**src/rtl/wb2native_pkg.sv**
```systemverilog
// Shared types and encodings for the Wishbone-to-native burst bridge.
package wb2native_pkg;

  typedef enum logic [2:0] {
    IDLE,
    CMD,
    WDATA,
    RDATA,
    ACK,
    ERR
  } state_t;

  localparam logic [2:0] CTI_CLASSIC = 3'b000;
  localparam logic [2:0] CTI_INCR    = 3'b010;
  localparam logic [2:0] CTI_EOB     = 3'b111;

  localparam logic [1:0] BTE_LINEAR = 2'b00;
  localparam logic [1:0] BTE_WRAP4  = 2'b01;
  localparam logic [1:0] BTE_WRAP8  = 2'b10;
  localparam logic [1:0] BTE_WRAP16 = 2'b11;

endpackage

```
**src/rtl/wb_burst_addr_gen.sv**
```systemverilog
// Combinational burst address advance and address-window check.
module wb_burst_addr_gen
  import wb2native_pkg::*;
#(
  parameter int                  WB_ADR_W  = 32,
  parameter logic [WB_ADR_W-1:0] BASE_ADDR = 32'h40000000,
  parameter logic [WB_ADR_W-1:0] ADDR_SPAN = 32'h10000000
) (
  input  logic [WB_ADR_W-1:0] addr,
  input  logic [1:0]          bte,
  output logic [WB_ADR_W-1:0] next_addr,
  output logic [WB_ADR_W-1:0] offset,
  output logic                in_window
);

  localparam logic [WB_ADR_W-1:0] ADR_ONE = 1;

  logic [WB_ADR_W:0] diff;

  // The extra borrow bit flags addresses below the window base.
  always_comb begin
    diff      = {1'b0, addr} - {1'b0, BASE_ADDR};
    offset    = diff[WB_ADR_W-1:0];
    in_window = !diff[WB_ADR_W] && (offset < ADDR_SPAN);
  end

  always_comb begin
    next_addr = addr + ADR_ONE;
    case (bte)
      BTE_LINEAR: next_addr = addr + ADR_ONE;
      BTE_WRAP4:  next_addr = {addr[WB_ADR_W-1:2], addr[1:0] + 2'd1};
      BTE_WRAP8:  next_addr = {addr[WB_ADR_W-1:3], addr[2:0] + 3'd1};
      BTE_WRAP16: next_addr = {addr[WB_ADR_W-1:4], addr[3:0] + 4'd1};
      default:    next_addr = addr + ADR_ONE;
    endcase
  end

endmodule

```
**src/rtl/wb2native_burst.sv**
```systemverilog
// Wishbone B4 slave to native user-port bridge with windowed addressing,
// registered-feedback bursts, native first/last framing and a burst cap.
module wb2native_burst
  import wb2native_pkg::*;
#(
  parameter int                  DATA_W    = 256,
  parameter int                  WB_ADR_W  = 32,
  parameter int                  NAT_ADR_W = 32,
  parameter logic [WB_ADR_W-1:0] BASE_ADDR = 32'h40000000,
  parameter logic [WB_ADR_W-1:0] ADDR_SPAN = 32'h10000000,
  parameter int                  MAX_BURST = 16,
  localparam int                 SEL_W     = DATA_W / 8
) (
  input  logic                 sys_clk,
  input  logic                 sys_rst,
  input  logic [WB_ADR_W-1:0]  wishbone_port_adr,
  input  logic [DATA_W-1:0]    wishbone_port_dat_w,
  output logic [DATA_W-1:0]    wishbone_port_dat_r,
  input  logic [SEL_W-1:0]     wishbone_port_sel,
  input  logic                 wishbone_port_cyc,
  input  logic                 wishbone_port_stb,
  input  logic                 wishbone_port_we,
  input  logic [2:0]           wishbone_port_cti,
  input  logic [1:0]           wishbone_port_bte,
  output logic                 wishbone_port_ack,
  output logic                 wishbone_port_err,
  output logic                 cmd_valid,
  input  logic                 cmd_ready,
  output logic                 cmd_first,
  output logic                 cmd_last,
  output logic                 cmd_payload_we,
  output logic [NAT_ADR_W-1:0] cmd_payload_addr,
  output logic                 wdata_valid,
  input  logic                 wdata_ready,
  output logic                 wdata_first,
  output logic                 wdata_last,
  output logic [DATA_W-1:0]    wdata_payload_data,
  output logic [SEL_W-1:0]     wdata_payload_we,
  input  logic                 rdata_valid,
  output logic                 rdata_ready,
  input  logic                 rdata_first,
  input  logic                 rdata_last,
  input  logic [DATA_W-1:0]    rdata_payload_data
);

  localparam int              CNT_W   = $clog2(MAX_BURST);
  localparam logic [CNT_W-1:0] CNT_CAP = CNT_W'(MAX_BURST - 1);
  localparam logic [CNT_W-1:0] CNT_ONE = 1;

  state_t               state, state_n;
  logic                 in_burst;
  logic [CNT_W-1:0]     beat_cnt;
  logic [WB_ADR_W-1:0]  next_addr;
  logic [WB_ADR_W-1:0]  pend_addr;
  logic [NAT_ADR_W-1:0] lat_addr;
  logic                 lat_we;
  logic [SEL_W-1:0]     lat_sel;
  logic [DATA_W-1:0]    lat_dat;
  logic                 lat_first;
  logic                 lat_last;
  logic                 lat_cap;
  logic                 aborted;
  logic [DATA_W-1:0]    dat_r;

  logic [WB_ADR_W-1:0]  eff_addr;
  logic [WB_ADR_W-1:0]  adv_addr;
  logic [WB_ADR_W-1:0]  win_offset;
  logic                 in_window;
  logic                 start;
  logic                 is_incr;
  logic                 cap_hit;
  logic                 unused_rdata_frame;

  assign unused_rdata_frame = rdata_first ^ rdata_last;

  assign eff_addr = in_burst ? next_addr : wishbone_port_adr;
  assign start    = wishbone_port_cyc && wishbone_port_stb;
  assign is_incr  = (wishbone_port_cti == CTI_INCR);
  assign cap_hit  = (beat_cnt == CNT_CAP);

  wb_burst_addr_gen #(
    .WB_ADR_W (WB_ADR_W),
    .BASE_ADDR(BASE_ADDR),
    .ADDR_SPAN(ADDR_SPAN)
  ) u_addr_gen (
    .addr     (eff_addr),
    .bte      (wishbone_port_bte),
    .next_addr(adv_addr),
    .offset   (win_offset),
    .in_window(in_window)
  );

  // An aborted beat still finishes its native handshake but skips ACK.
  always_comb begin
    state_n = state;
    case (state)
      IDLE:    if (start) state_n = in_window ? CMD : ERR;
      CMD:     if (cmd_ready) state_n = lat_we ? WDATA : RDATA;
      WDATA:   if (wdata_ready) state_n = (aborted || !wishbone_port_cyc) ? IDLE : ACK;
      RDATA:   if (rdata_valid) state_n = (aborted || !wishbone_port_cyc) ? IDLE : ACK;
      ACK:     state_n = IDLE;
      ERR:     state_n = IDLE;
      default: state_n = IDLE;
    endcase
  end

  always_ff @(posedge sys_clk) begin
    if (sys_rst) begin
      state     <= IDLE;
      in_burst  <= 1'b0;
      beat_cnt  <= '0;
      next_addr <= '0;
      pend_addr <= '0;
      lat_addr  <= '0;
      lat_we    <= 1'b0;
      lat_sel   <= '0;
      lat_dat   <= '0;
      lat_first <= 1'b0;
      lat_last  <= 1'b0;
      lat_cap   <= 1'b0;
      aborted   <= 1'b0;
      dat_r     <= '0;
    end else begin
      state <= state_n;
      case (state)
        IDLE: begin
          if (start && in_window) begin
            lat_addr  <= NAT_ADR_W'(win_offset);
            lat_we    <= wishbone_port_we;
            lat_sel   <= wishbone_port_sel;
            lat_dat   <= wishbone_port_dat_w;
            lat_first <= (beat_cnt == '0);
            lat_last  <= !is_incr || cap_hit;
            lat_cap   <= is_incr && cap_hit;
            pend_addr <= adv_addr;
            aborted   <= 1'b0;
          end
        end
        RDATA: if (rdata_valid) dat_r <= rdata_payload_data;
        ACK: begin
          // A capped beat ends the native burst but keeps the Wishbone address stream.
          if (lat_last && !lat_cap) begin
            in_burst <= 1'b0;
            beat_cnt <= '0;
          end else begin
            in_burst  <= 1'b1;
            beat_cnt  <= lat_cap ? '0 : beat_cnt + CNT_ONE;
            next_addr <= pend_addr;
          end
        end
        ERR: begin
          in_burst <= 1'b0;
          beat_cnt <= '0;
        end
        default: ;
      endcase
      if (!wishbone_port_cyc) begin
        in_burst <= 1'b0;
        beat_cnt <= '0;
        if (state == CMD || state == WDATA || state == RDATA) aborted <= 1'b1;
      end
    end
  end

  assign wishbone_port_ack   = (state == ACK);
  assign wishbone_port_err   = (state == ERR);
  assign wishbone_port_dat_r = dat_r;
  assign cmd_valid           = (state == CMD);
  assign cmd_first           = lat_first;
  assign cmd_last            = lat_last;
  assign cmd_payload_we      = lat_we;
  assign cmd_payload_addr    = lat_addr;
  assign wdata_valid         = (state == WDATA);
  assign wdata_first         = lat_first;
  assign wdata_last          = lat_last;
  assign wdata_payload_data  = lat_dat;
  assign wdata_payload_we    = lat_sel;
  assign rdata_ready         = (state == RDATA);

endmodule

```
**config.mk**
```make
export PLATFORM = sky130hd
export DESIGN_NAME = wb2native_burst
export DESIGN_NICKNAME = d
export VERILOG_FILES = /design/src/rtl/wb2native_pkg.sv /design/src/rtl/wb_burst_addr_gen.sv /design/src/rtl/wb2native_burst.sv
export SDC_FILE = /design/constraint.sdc
export NUM_CORES = 1
export LEC_CHECK = 0
export ABC_AREA = 1
export CAP_MARGIN = 5
export CELL_PAD_IN_SITES_DETAIL_PLACEMENT = 0
export CELL_PAD_IN_SITES_GLOBAL_PLACEMENT = 2
export CORE_AREA = 2 2 454 456
export CTS_CLUSTER_DIAMETER = 200
export CTS_CLUSTER_SIZE = 12
export DETAILED_ROUTE_END_ITERATION = 16
export DIE_AREA = 0 0 456 458
export PLACE_DENSITY_LB_ADDON = 0.05
export SLEW_MARGIN = 25
export SYNTH_ARGS = -nofsm -noshare
export SYNTH_HDL_FRONTEND = slang
export SYNTH_SLANG_ARGS = --single-unit
```
**constraint.sdc**
```tcl
create_clock -name sys_clk -period 4.3 [get_ports sys_clk]
set_clock_uncertainty 0.1 [all_clocks]
set_input_delay 0.43 -clock sys_clk [delete_from_list [all_inputs] [get_ports sys_clk]]
set_output_delay 0.43 -clock sys_clk [all_outputs]
set_load 0.1 [all_outputs]
```
# [Word-level counts from Yosys, hierarchy flattened]
# Index checks and enable logic that the tools add are counted.
[totals] register_bits=653 word_cells=78 output_inout_bits=586
[op_classes] addsub=6 n_reduce_logical=22 n_mux=19 n_eq_ne=14 bitwise_logic=2 magnitude_cmp=1
[ops] op="$pmux W32 S4" count=1
[ops] op="$sub A32 B31 Y33 const B" count=1
[ops] op="$add A32 B1 Y32 const B" count=1
[ops] op="$lt A32 B29 Y1 const B" count=1
[ops] op="$mux W32" count=1
[ops] op="$mux W3" count=6
[ops] op="$pmux W3 S4" count=1
[ops] op="$eq A3 B2 Y1 const B" count=3
[ops] op="$add A4 B1 Y4 const B" count=2
[ops] op="$mux W4" count=2
[ops] op="$pmux W4 S2" count=1
[ops] op="$eq A3 B3 Y1 const B" count=2
[ops] op="$mux W1" count=6
[ops] op="$reduce_and A2 Y1" count=3
[ops] op="$logic_and A1 B1 Y1" count=5
[ops] op="$eq A2 B2 Y1 const B" count=2
[ops] op="$eq A4 B4 Y1 const B" count=1
[ops] op="$logic_not A1 Y1" count=4
[ops] op="$logic_not A4 Y1" count=1
[ops] op="$logic_or A1 B1 Y1" count=4
[ops] op="$ne A2 B1 Y1 const B" count=2
[ops] op="$ne A2 B2 Y1 const B" count=2
[ops] op="$reduce_and A4 Y1" count=1
[ops] op="$add A3 B1 Y3 const B" count=1
[ops] op="other kinds (9)" count=10

# [Depth between registers and ports, before layout]
[depth] depth_word=9 depth_mapped=17 depth_no_buf=16

# [Hierarchy]
# From an unflattened synthesis, not the netlist that was laid out.
[hier_totals] hier_cells=3200 area_unflattened_um2=24549.8
[modules_own_cells] module="wb2native_burst" cells_each=2981 area_each_um2=23312.4 instances=1 seq_area_each_um2=13072.5
[modules_own_cells] module="wb_burst_addr_gen" cells_each=219 area_each_um2=1237.4 instances=1 seq_area_each_um2=0.0

# [Least setup slack after synthesis]
# No wires, ideal clock.
[synth_path] kind="register to output" from="register state[2]" to="output port wdata_valid" stages_incl_launch_ff=3 slack_ns=1.267 required_time_ns=3.770 arrival_ns=2.503 path_cell_list="dfxtp_1 > buf_4 > nor3_1"
[synth_between] elab_chain_len=1
[synth_lines] item="from (decl)" line_no="wb2native_burst.sv:50" text="state_t state, state_n;"
[synth_lines] item="from (signal assigned)" line_no="wb2native_burst.sv:124" text="state <= state_n;"
[synth_lines] item="$eq A3 B2 Y1" line_no="wb2native_burst.sv:173" text="assign wdata_valid = (state == WDATA);"
[synth_lines] item="to (decl)" line_no="wb2native_burst.sv:33" text="output logic wdata_valid,"
# No other way between the ends.

# [Final worst setup path]
[layout_path] from="register in_burst" to="register lat_dat[42], in the netlist wdata_payload_data[42]"
[layout_between] elab_chain_len=6 word_cells_on_any_way=7 cone_classes="add/sub (1); order compare (1); mux (1); reduce/logical (4)"
[layout_lines] item="from (decl)" line_no="wb2native_burst.sv:51" text="logic in_burst;"
[layout_lines] item="from (signal assigned)" line_no="wb2native_burst.sv:110" text="in_burst <= 1'b0;"
[layout_lines] item="from (signal assigned)" line_no="wb2native_burst.sv:143" text="in_burst <= 1'b0;"
[layout_lines] item="from (signal assigned)" line_no="wb2native_burst.sv:146" text="in_burst <= 1'b1;"
[layout_lines] item="$mux W32 (*)" line_no="wb2native_burst.sv:76" text="assign eff_addr = in_burst ? next_addr : wishbone_port_adr;"
[layout_lines] item="$sub A32 B31 Y33 (*)" line_no="wb_burst_addr_gen.sv:22" text="diff = {1'b0, addr} - {1'b0, BASE_ADDR};"
[layout_lines] item="$lt A32 B29 Y1 / $logic_not A1 Y1 (equally long branches)" line_no="wb_burst_addr_gen.sv:24" text="in_window = !diff[WB_ADR_W] && (offset < ADDR_SPAN);"
[layout_lines] item="$logic_and A1 B1 Y1 (*)" line_no="wb_burst_addr_gen.sv:24"
[layout_lines] item="$logic_and A1 B1 Y1 (*)" line_no="wb2native_burst.sv:127" text="if (start && in_window) begin"
[layout_lines] item="$reduce_and A2 Y1 (no line) (*)"
[layout_lines] item="to (signal assigned)" line_no="wb2native_burst.sv:131" text="lat_dat <= wishbone_port_dat_w;"
[layout_lines] item="to (decl)" line_no="wb2native_burst.sv:58" text="logic [DATA_W-1:0] lat_dat;"
# Every way passes the cells marked *; elsewhere a longest branch is shown, timed or not.
# A chain may end at the register's enable or synchronous reset.

==> run_results.csv <==
group,metric,value,unit
outcome,status,"finished clean",
die,dieArea,209000,sq um
worst_setup_path,r2r_setup_slack,1.09,ns
cts,cts.path.max_buffers,3,
pwr,peakVddDrop,0.000308,V
pwr,pwr_density_cell,401,nW/um^2
layout,area_growth,63.7,%
cts,clk_pin_slew,0.07,ns
timing,rsz0062_at_grt,"false",
worst_setup_path,critical_path_class,"reg2reg",
timing,hold_viol,0,
layout,final_layout_size_suffix_gt1_frac,0.0804,
placed_design,place_ws,0.860,ns
layout,instances_no_fill,6930,
synthesis,ys.flop_type,"dfxtp_1",
synthesis,syn-num-nets,3790,
timing,worst_pin_slew,1.13,ns
synthesis,synthTopCellsByArea,"dfxtp_1 (54%), nand2_1 (16%), a21oi_1 (12%), nand3_1 (6.1%), clkbuf_1 (2.5%)",
cts,post_cts_buffers,0,
die,die_y,458,microns
die,coreArea,204000,sq um
timing,setup_violations,0,
grt,antenna_found_initial,109,
die,die_w,456,microns
timing,fmax,0.311,GHz
pwr,p_total,16.0,mW
worst_setup_path,crit_arrival,3.76,ns
synthesis,syn_inst,3193,
grt,track_usage,0.159,
layout,fin_util,0.196,
detailed_routing,wirelength,173000,microns
cts,clockRootBuffer,"clkbuf_16",
synthesis,synthTopCellsByCount,"nand2_1 (1,027), dfxtp_1 (653), a21oi_1 (606)",
synthesis,synth-seq-cells,653,
detailed_routing,drt-initial-drc-count,1125,
cts,cts_resized,0,
synthesis,synth_cell_types,43,
detailed_routing,antenna_left,0,
cts,h-tree-depth,2,
layout,nFillCells,22900,
grt,grt_pass1_wl,232000,microns
synthesis,yosysSeqAreaShare,0.536,
placed_design,globalplace.congestion,0.759,
detailed_routing,vias_per_cell,3.68,
detailed_routing,vias,25500,
synthesis,async_reset_ff_frac,0,
timing,slew_violations,0,
worst_setup_path,cp-end-kind,"register",
grt,grt_pass1_vias,26000,
layout,nets,4826,
placed_design,numPortBuffers,1174,
worst_setup_path,rr_worst_depth,9,
worst_setup_path,cp-start-kind,"register",
synthesis,syn_avg_cell_area,7.64,sq um
worst_setup_path,critPathRequiredTime,4.84,ns
hold_path,holdPathStages,2,
detailed_routing,wl_per_cell,25.0,microns
synthesis,synth_top_area_cell,"dfxtp_1",
layout,final_area,39900,sq um
hold_path,min_path_type,"in2reg",
flow_run,cap_viol_max_count,0,
die,io_pins,1177,
placed_design,place_inst,6855,
timing,tns,0,ns
synthesis,syn_area,24400,sq um
placed_design,placed_area,38400,sq um
grt,overflow,0,
timing,maxSlewHeadroom,0.245,
timing,hold_slack,0.0716,ns
cts,cts_hold_buf,0,
cts,clk_latency,0.71,ns
grt,grt_max_degree,131,
cts,cts_buffers,60,
timing,min_period,3.21,ns
timing,fin_crit_sh,0.748,
worst_setup_path,critPathMaxFanout,47,
detailed_routing,drt_first_pass_iters,5,
cts,cts_tree,"done",
pwr,cellLeakagePower,13.5,nW
synthesis,synth_most_common_cell,"nand2_1",
synthesis,yosys.area.top_type_share,0.536,
die,fp-row-count,166,
die,initial_core_util,0.120,
placed_design,hpwl,131000,microns
synthesis,synth_warnings,0,
cts,cts_sinks,653,
detailed_routing,drc_errors,0,
timing,layout_setup_ws,1.09,ns
synthesis,synth_edf_count,0,
[worst paths after layout]
path	endpoint	from
max	wdata_payload_data[42]	in_burst
max reg2reg	wdata_payload_data[42]	in_burst
min reg2reg	next_addr[27]	next_addr[27]
min	wishbone_port_dat_r[163]	sys_rst
[where the power goes]
group / internal, mW / switching [mW] / total, mW
clock network: 2.45 / 2.78 / 5.24
registers: 6.39 / 0.189 / 6.58
logic: 1.16 / 3.03 / 4.18
[state kept, by name (all words and copies together), names as in the netlist]
register and count:
next_addr 32, in_burst 1, lat_cap 1, aborted 1, beat_cnt 4, state 3
cmd_payload_addr 32, cmd_last 1, wishbone_port_dat_r 256, pend_addr 32, cmd_first 1, wdata_payload_we 32
cmd_payload_we 1, wdata_payload_data 256
[layout by cell type, fill, tap and decap left out, drive strengths merged]
cell type / synthesis / routed
or2: 1 / 1
nand3: 302 / 302
a22oi: 2 / 2
nor2: 105 / 105
buf: 88 / 225
a31oi: 2 / 2
a21boi: 1 / 1
o211ai: 5 / 5
clkbuf: 164 / 61
nor4: 1 / 1
a21oi: 606 / 606
diode: 0 / 12
ha: 6 / 6
o21a: 4 / 4
xnor2: 2 / 2
clkdlybuf4s50: 0 / 1000
nand4: 8 / 8
clkinv: 0 / 2
nand3b: 2 / 2
nor3b: 1 / 1
xor2: 7 / 7
a211oi: 11 / 11
nand2: 1042 / 1042
dfxtp: 653 / 653
o22ai: 1 / 1
inv: 97 / 98
nor3: 8 / 8
o21ai: 74 / 74
[worst max-delay path, cell delays in order, from the launching register on]
cell and delay [ns]:
dfxtp_2 0.56, inv_4 0.18, o21ai_1 0.39, ha_1 0.22, nand2_1 0.10, nand3_4 0.20
buf_4 0.55, buf_4 0.54, nand2_1 0.10, a21oi_1 0.16
[routing by layer]
metal  track usage  wire [microns]  vias up
met1         0.164           63500    11800
met5             0             311        -
met3        0.0604           13900      298
li1              -               -    12500
met2         0.303           92000      829
met4        0.0317            3790       48
[cell families after synthesis]
family | count (synthesis) | synth area share
AO/OA/AOI/OAI | 706 | 0.148
XOR/XNOR | 9 | 0.00323
adder cells (fa/ha/maj) | 6 | 0.00308
buffers and inverters | 349 | 0.0601
flip-flops | 653 | 0.536
AND/OR/NAND/NOR | 1470 | 0.249
[cell type report]
type                            count  area [sq um]  share of cell area
Sequential cell                   653         13100               0.327
Timing Repair Buffer             1226         11700               0.293
Multi-Input combinational cell   2191          9880               0.247
Tap cell                         2688          3360              0.0842
Clock buffer                       60          1500              0.0376
Inverter                           97           375             0.00940
Clock inverter                      3          33.8            0.000846
Antenna cell                       12          30.0            0.000752
Power figures use the tool's default switching activity.
